### src/rtl/mul_seq_param.sv
// Sequential radix-2 shift-add multiplier, W x W -> 2W, signed or unsigned.
// One operand bit is retired per clock; the sign is applied once at the end.
module mul_seq_param #(
    parameter int unsigned W = 8
) (
    input  logic           clk,
    input  logic           rst_n,
    input  logic           in_valid,
    output logic           in_ready,
    input  logic [W-1:0]   a,
    input  logic [W-1:0]   b,
    input  logic           is_signed,
    output logic           out_valid,
    input  logic           out_ready,
    output logic [2*W-1:0] y,
    output logic           busy
);

    localparam int unsigned CntW = $clog2(W);
    localparam logic [CntW-1:0] LastCnt = CntW'(W - 1);

    typedef enum logic [1:0] {StIdle, StCalc, StDone} state_e;

    state_e           state_q, state_d;
    logic [2*W-1:0]   acc_q, acc_d;
    logic [2*W-1:0]   mcand_q, mcand_d;
    logic [W-1:0]     mplier_q, mplier_d;
    logic [CntW-1:0]  cnt_q, cnt_d;
    logic             neg_q, neg_d;
    logic [2*W-1:0]   y_q, y_d;

    logic [W-1:0]     mag_a, mag_b;
    logic [2*W-1:0]   acc_sum;

    // Magnitudes fit in W unsigned bits, including the most-negative value.
    assign mag_a   = (is_signed && a[W-1]) ? (~a + 1'b1) : a;
    assign mag_b   = (is_signed && b[W-1]) ? (~b + 1'b1) : b;
    assign acc_sum = acc_q + (mplier_q[0] ? mcand_q : '0);

    always_comb begin
        state_d  = state_q;
        acc_d    = acc_q;
        mcand_d  = mcand_q;
        mplier_d = mplier_q;
        cnt_d    = cnt_q;
        neg_d    = neg_q;
        y_d      = y_q;
        unique case (state_q)
            StIdle: begin
                if (in_valid) begin
                    mcand_d  = {{W{1'b0}}, mag_a};
                    mplier_d = mag_b;
                    neg_d    = is_signed & (a[W-1] ^ b[W-1]);
                    acc_d    = '0;
                    cnt_d    = '0;
                    state_d  = StCalc;
                end
            end
            StCalc: begin
                // Shifting the multiplicand each step stands in for shifting by the count.
                acc_d    = acc_sum;
                mcand_d  = mcand_q << 1;
                mplier_d = mplier_q >> 1;
                cnt_d    = cnt_q + 1'b1;
                if (cnt_q == LastCnt) begin
                    state_d = StDone;
                    y_d     = neg_q ? -acc_sum : acc_sum;
                end
            end
            StDone: begin
                if (out_ready) begin
                    state_d = StIdle;
                end
            end
            default: state_d = StIdle;
        endcase
    end

    always_ff @(posedge clk or negedge rst_n) begin
        if (!rst_n) begin
            state_q  <= StIdle;
            acc_q    <= '0;
            mcand_q  <= '0;
            mplier_q <= '0;
            cnt_q    <= '0;
            neg_q    <= 1'b0;
            y_q      <= '0;
        end else begin
            state_q  <= state_d;
            acc_q    <= acc_d;
            mcand_q  <= mcand_d;
            mplier_q <= mplier_d;
            cnt_q    <= cnt_d;
            neg_q    <= neg_d;
            y_q      <= y_d;
        end
    end

    assign in_ready  = (state_q == StIdle);
    assign out_valid = (state_q == StDone);
    assign busy      = (state_q != StIdle);
    assign y         = y_q;

endmodule

### config.mk
export PLATFORM = sky130hd
export DESIGN_NAME = mul_seq_param
export DESIGN_NICKNAME = d
export VERILOG_FILES = /design/src/rtl/mul_seq_param.sv
export SDC_FILE = /design/constraint.sdc
export NUM_CORES = 1
export LEC_CHECK = 0
export ABC_AREA = 1
export BUFFER_PORTS_ARGS = -buffer_cell sky130_fd_sc_hd__buf_2
export CAP_MARGIN = 40
export CORE_MARGIN = 10
export CORE_UTILIZATION = 25
export CTS_CLUSTER_DIAMETER = 40
export DETAILED_ROUTE_END_ITERATION = 6
export GPL_ROUTABILITY_DRIVEN = 0
export PLACE_DENSITY = 0.38
export SLEW_MARGIN = 40
export SYNTH_ARGS = -nofsm -noshare
export SYNTH_HDL_FRONTEND = slang
export SYNTH_SLANG_ARGS = --single-unit
### constraint.sdc
create_clock -name clk -period 7.6 [get_ports clk]
set_input_delay 0.38 -clock clk [delete_from_list [all_inputs] [get_ports clk]]
set_output_delay 0.38 -clock clk [all_outputs]
set_load 0.01 [all_outputs]
==> metrics.md <==
| Metric | Value |
|---|---|
| Outcome | `complete, no violations` |
| Part of the power in registers | `0.259` |
| Io pins | `40` |
| Sw Ratio | `0.467` |
| Synthesis-stage register bit count | `62` |
| Total GRT Usage | `0.111` |
| Post-synthesis cell area | `0.00428 mm²` |
| Main synth FF type | `dfrtp_1` |
| VDD IR max | `0.133 mV` |
| Multi-input gate area | `0.00232 mm²` |
| Via count | `3712` |
| Leak | `2.63 nW` |
| Routed len/inst | `13.8 µm` |
| Setup TNS | `0 ns` |
| Cell with the most instances after synthesis | `nand2_1` |
| DP Wirelength | `9060 µm` |
| Port Buf Inserts | `39` |
| Drc violations | `0` |
| Critical path launch point type | `register` |
| H-tree Lvls | `3` |
| CP required | `7.83 ns` |
| FP Rows | `47` |
| Final Setup Violations | `0` |
| Avg Synthesized Cell Area | `7.33 µm²` |
| Layout cells sized above 1 | `0.163` |
| Worst slew margin | `0.583` |
| Yosys warning total | `0` |
| Final Net Count | `667` |
| Post-synth ARST share | `1.00` |
| Internal power | `1.20 mW` |
| Max-slew violation count | `0` |
| Cells after Synth | `584` |
| Clock Path Buffers | `2` |
| Setup crit end kind | `register` |
| Fmax | `0.355 GHz` |
| Register Area | `0.00155 mm²` |
| Clock Pin Slew Worst Setup and Hold Paths | `0.06 ns` |
| Clock buffer count from CTS | `9` |
| Post-synth top area share | `0.362` |
| DIE AREA | `0.0228 mm²` |
| Combinational power share | `0.533` |
| EDFF count, synth | `0` |
| RSZ-0062 raised after global routing | `false` |
| Initial antenna violation count | `0` |
| Post-DRT Antenna Nets | `0` |
| Setup CP Type | `reg2reg` |
| Synth cell types | `38` |
| Antenna diodes | `0` |
| Psw | `1.05 mW` |
| Power Total | `2.24 mW` |
| Dominant cells by area after synthesis | `dfrtp_1 (36%), nand2_1 (15%), inv_1 (7.2%)` |
| Post-CTS sizing | `0` |
| DRT Wirelength | `11700 µm` |
| Synth area leader | `dfrtp_1` |
| Root buf cell | `clkbuf_16` |
| Fillers | `1846` |
| Post-CTS setup buffer count | `0` |
| Starting Density | `0.256` |
| CTS tree | `done` |
| Vias in the first global route | `3980` |
| Grt ovf | `0` |
| Vias per cell | `4.37` |
| Crit path time final | `2.81 ns` |
| Top cells by count, synth | `nand2_1 (174), inv_1 (82), dfrtp_1 (62)` |
| Syn Nets | `626` |
| Largest net degree at the start of global routing | `63` |
| Max Clock Skew | `0.00774 ns` |
| CP Max Fanout | `17` |
| Layout area overhead | `18.2%` |
| First-pass GRT wire length | `20400 µm` |
| Sequential area share after synthesis | `0.362` |
| Worst min path class | `in2async` |
| Hold buffer count at CTS | `0` |
| Crit path DAT | `3.05 ns` |
| Worst-margin pin slew | `0.625 ns` |
| Worst-Skew Late Latency | `0.35 ns` |
| Die Ht | `151 µm` |
| MaxCap Viol Count | `0` |
| CTS sink cnt | `62` |
| DRT iter0 DRCs | `117` |
| Clock power share | `0.208` |
| Final worst-path cycle share | `0.370` |
| Core Area | `0.0167 mm²` |
| DR pass1 iterations | `5` |
| Power per cell area | `443 mW/mm²` |
| Die W | `151 µm` |
| Fin. Hold Viols | `0` |
[routing by layer]
metal	global-route usage	vias to the layer above	routed length, µm
met4	0.0303	0	131
met1	0.138	1698	5500
met2	0.189	53	5720
met5	0	-	0
li1	-	1953	-
met3	0.0268	8	403
[layout by cell type (no fill, tap or decap), types with 3 or more instances in the layout]
cell	synthesis	final
o211ai_1	3	3
buf_2	3	39
dfrtp_1	62	62
nor2_4	3	4
o21ai_0	44	44
xnor2_1	6	6
nand2_2	16	16
ha_1	20	20
nand3_2	4	4
a22oi_1	11	11
inv_1	82	82
inv_2	6	6
nor3_1	3	3
o22ai_1	9	9
nor2_2	3	3
clkbuf_16	0	9
and2_1	3	3
o31ai_1	4	4
a21oi_1	13	13
nand2_4	6	6
nand3_1	31	31
xor2_1	13	13
nand3b_1	4	4
nand2_1	174	174
a22o_1	3	3
nor2_1	35	34
[power groups by stage]
stage	Combinational [mW]	Clock, mW	Sequential, mW
final	1.20	0.466	0.582
after global routing	1.38	0.495	0.609
after CTS	1.23	0.482	0.584
after floorplan	0.913	0	0.561
after detailed placement	1.23	0	0.589
after global placement	1.20	0	0.587
[flip-flops by register name, indices dropped and copies added (netlist names)]
| name | flops |
|---|---|
| mcand_q | 16 |
| cnt_q | 3 |
| neg_q | 1 |
| mplier_q | 8 |
| acc_q | 16 |
| state_q | 2 |
| y | 16 |
[cells by family after synthesis]
| logic type | Yosys count | share of synthesized area |
|---|---|---|
| flip-flops | 62 | 0.362 |
| XOR/XNOR | 19 | 0.0389 |
| buffers and inverters | 102 | 0.0987 |
| AND/OR/NAND/NOR | 285 | 0.302 |
| adder cells (fa/ha/maj) | 21 | 0.0631 |
| AO/OA/AOI/OAI | 95 | 0.135 |
[worst max-delay path: stages (launching register included)]
cell     delay (ns)
dfrtp_1        0.67
nand2_1        0.10
inv_1          0.07
ha_1           0.22
fa_1           0.43
inv_1          0.12
nand2_1        0.08
a21oi_1        0.13
nand3_1        0.08
nor2_1         0.15
nand3_2        0.12
nor2_4         0.16
nand3_1        0.09
nand2_1        0.07
nand3_1        0.08
nand3_1        0.09
nand2_1        0.05
[per-stage QoR]
stage               instances  hold slack, ns  setup WS [ns]  area (µm²)  utilization
floorplan                 584          0.0844           4.87        4280            -
global placement          832           0.463           4.80        4690        0.281
detailed placement        834           0.464           4.76        4730        0.283
CTS                       850           0.149           4.75        5060        0.303
global route              850           0.181           4.45        5060        0.303
finish                    850          0.0865           4.79        5060        0.303
[path summary, 6_finish.rpt]
| check | cells past startpoint | startpoint | slack [ns] | endpoint |
|---|---|---|---|---|
| max | 16 | mplier_q[0] | 4.79 | y[15] |
| min | 2 | rst_n | 0.09 | acc_q[11] |
| max reg2reg | 16 | mplier_q[0] | 4.79 | y[15] |
| min reg2reg | 2 | y[3] | 0.47 | y[3] |
| max in group asynchronous | 2 | rst_n | 7.03 | mcand_q[4] |
| min in group clk | 2 | out_ready | 0.21 | state_q[1] |
[final cells by class]
type | count | area share
multi-input combinational | 420 | 0.457
sequential | 62 | 0.306
inverter | 89 | 0.0662
tap | 220 | 0.0544
timing repair buffer | 43 | 0.0499
clock buffer | 10 | 0.0472
clock inverter | 6 | 0.0183
(Power assumes the default switching activity.)
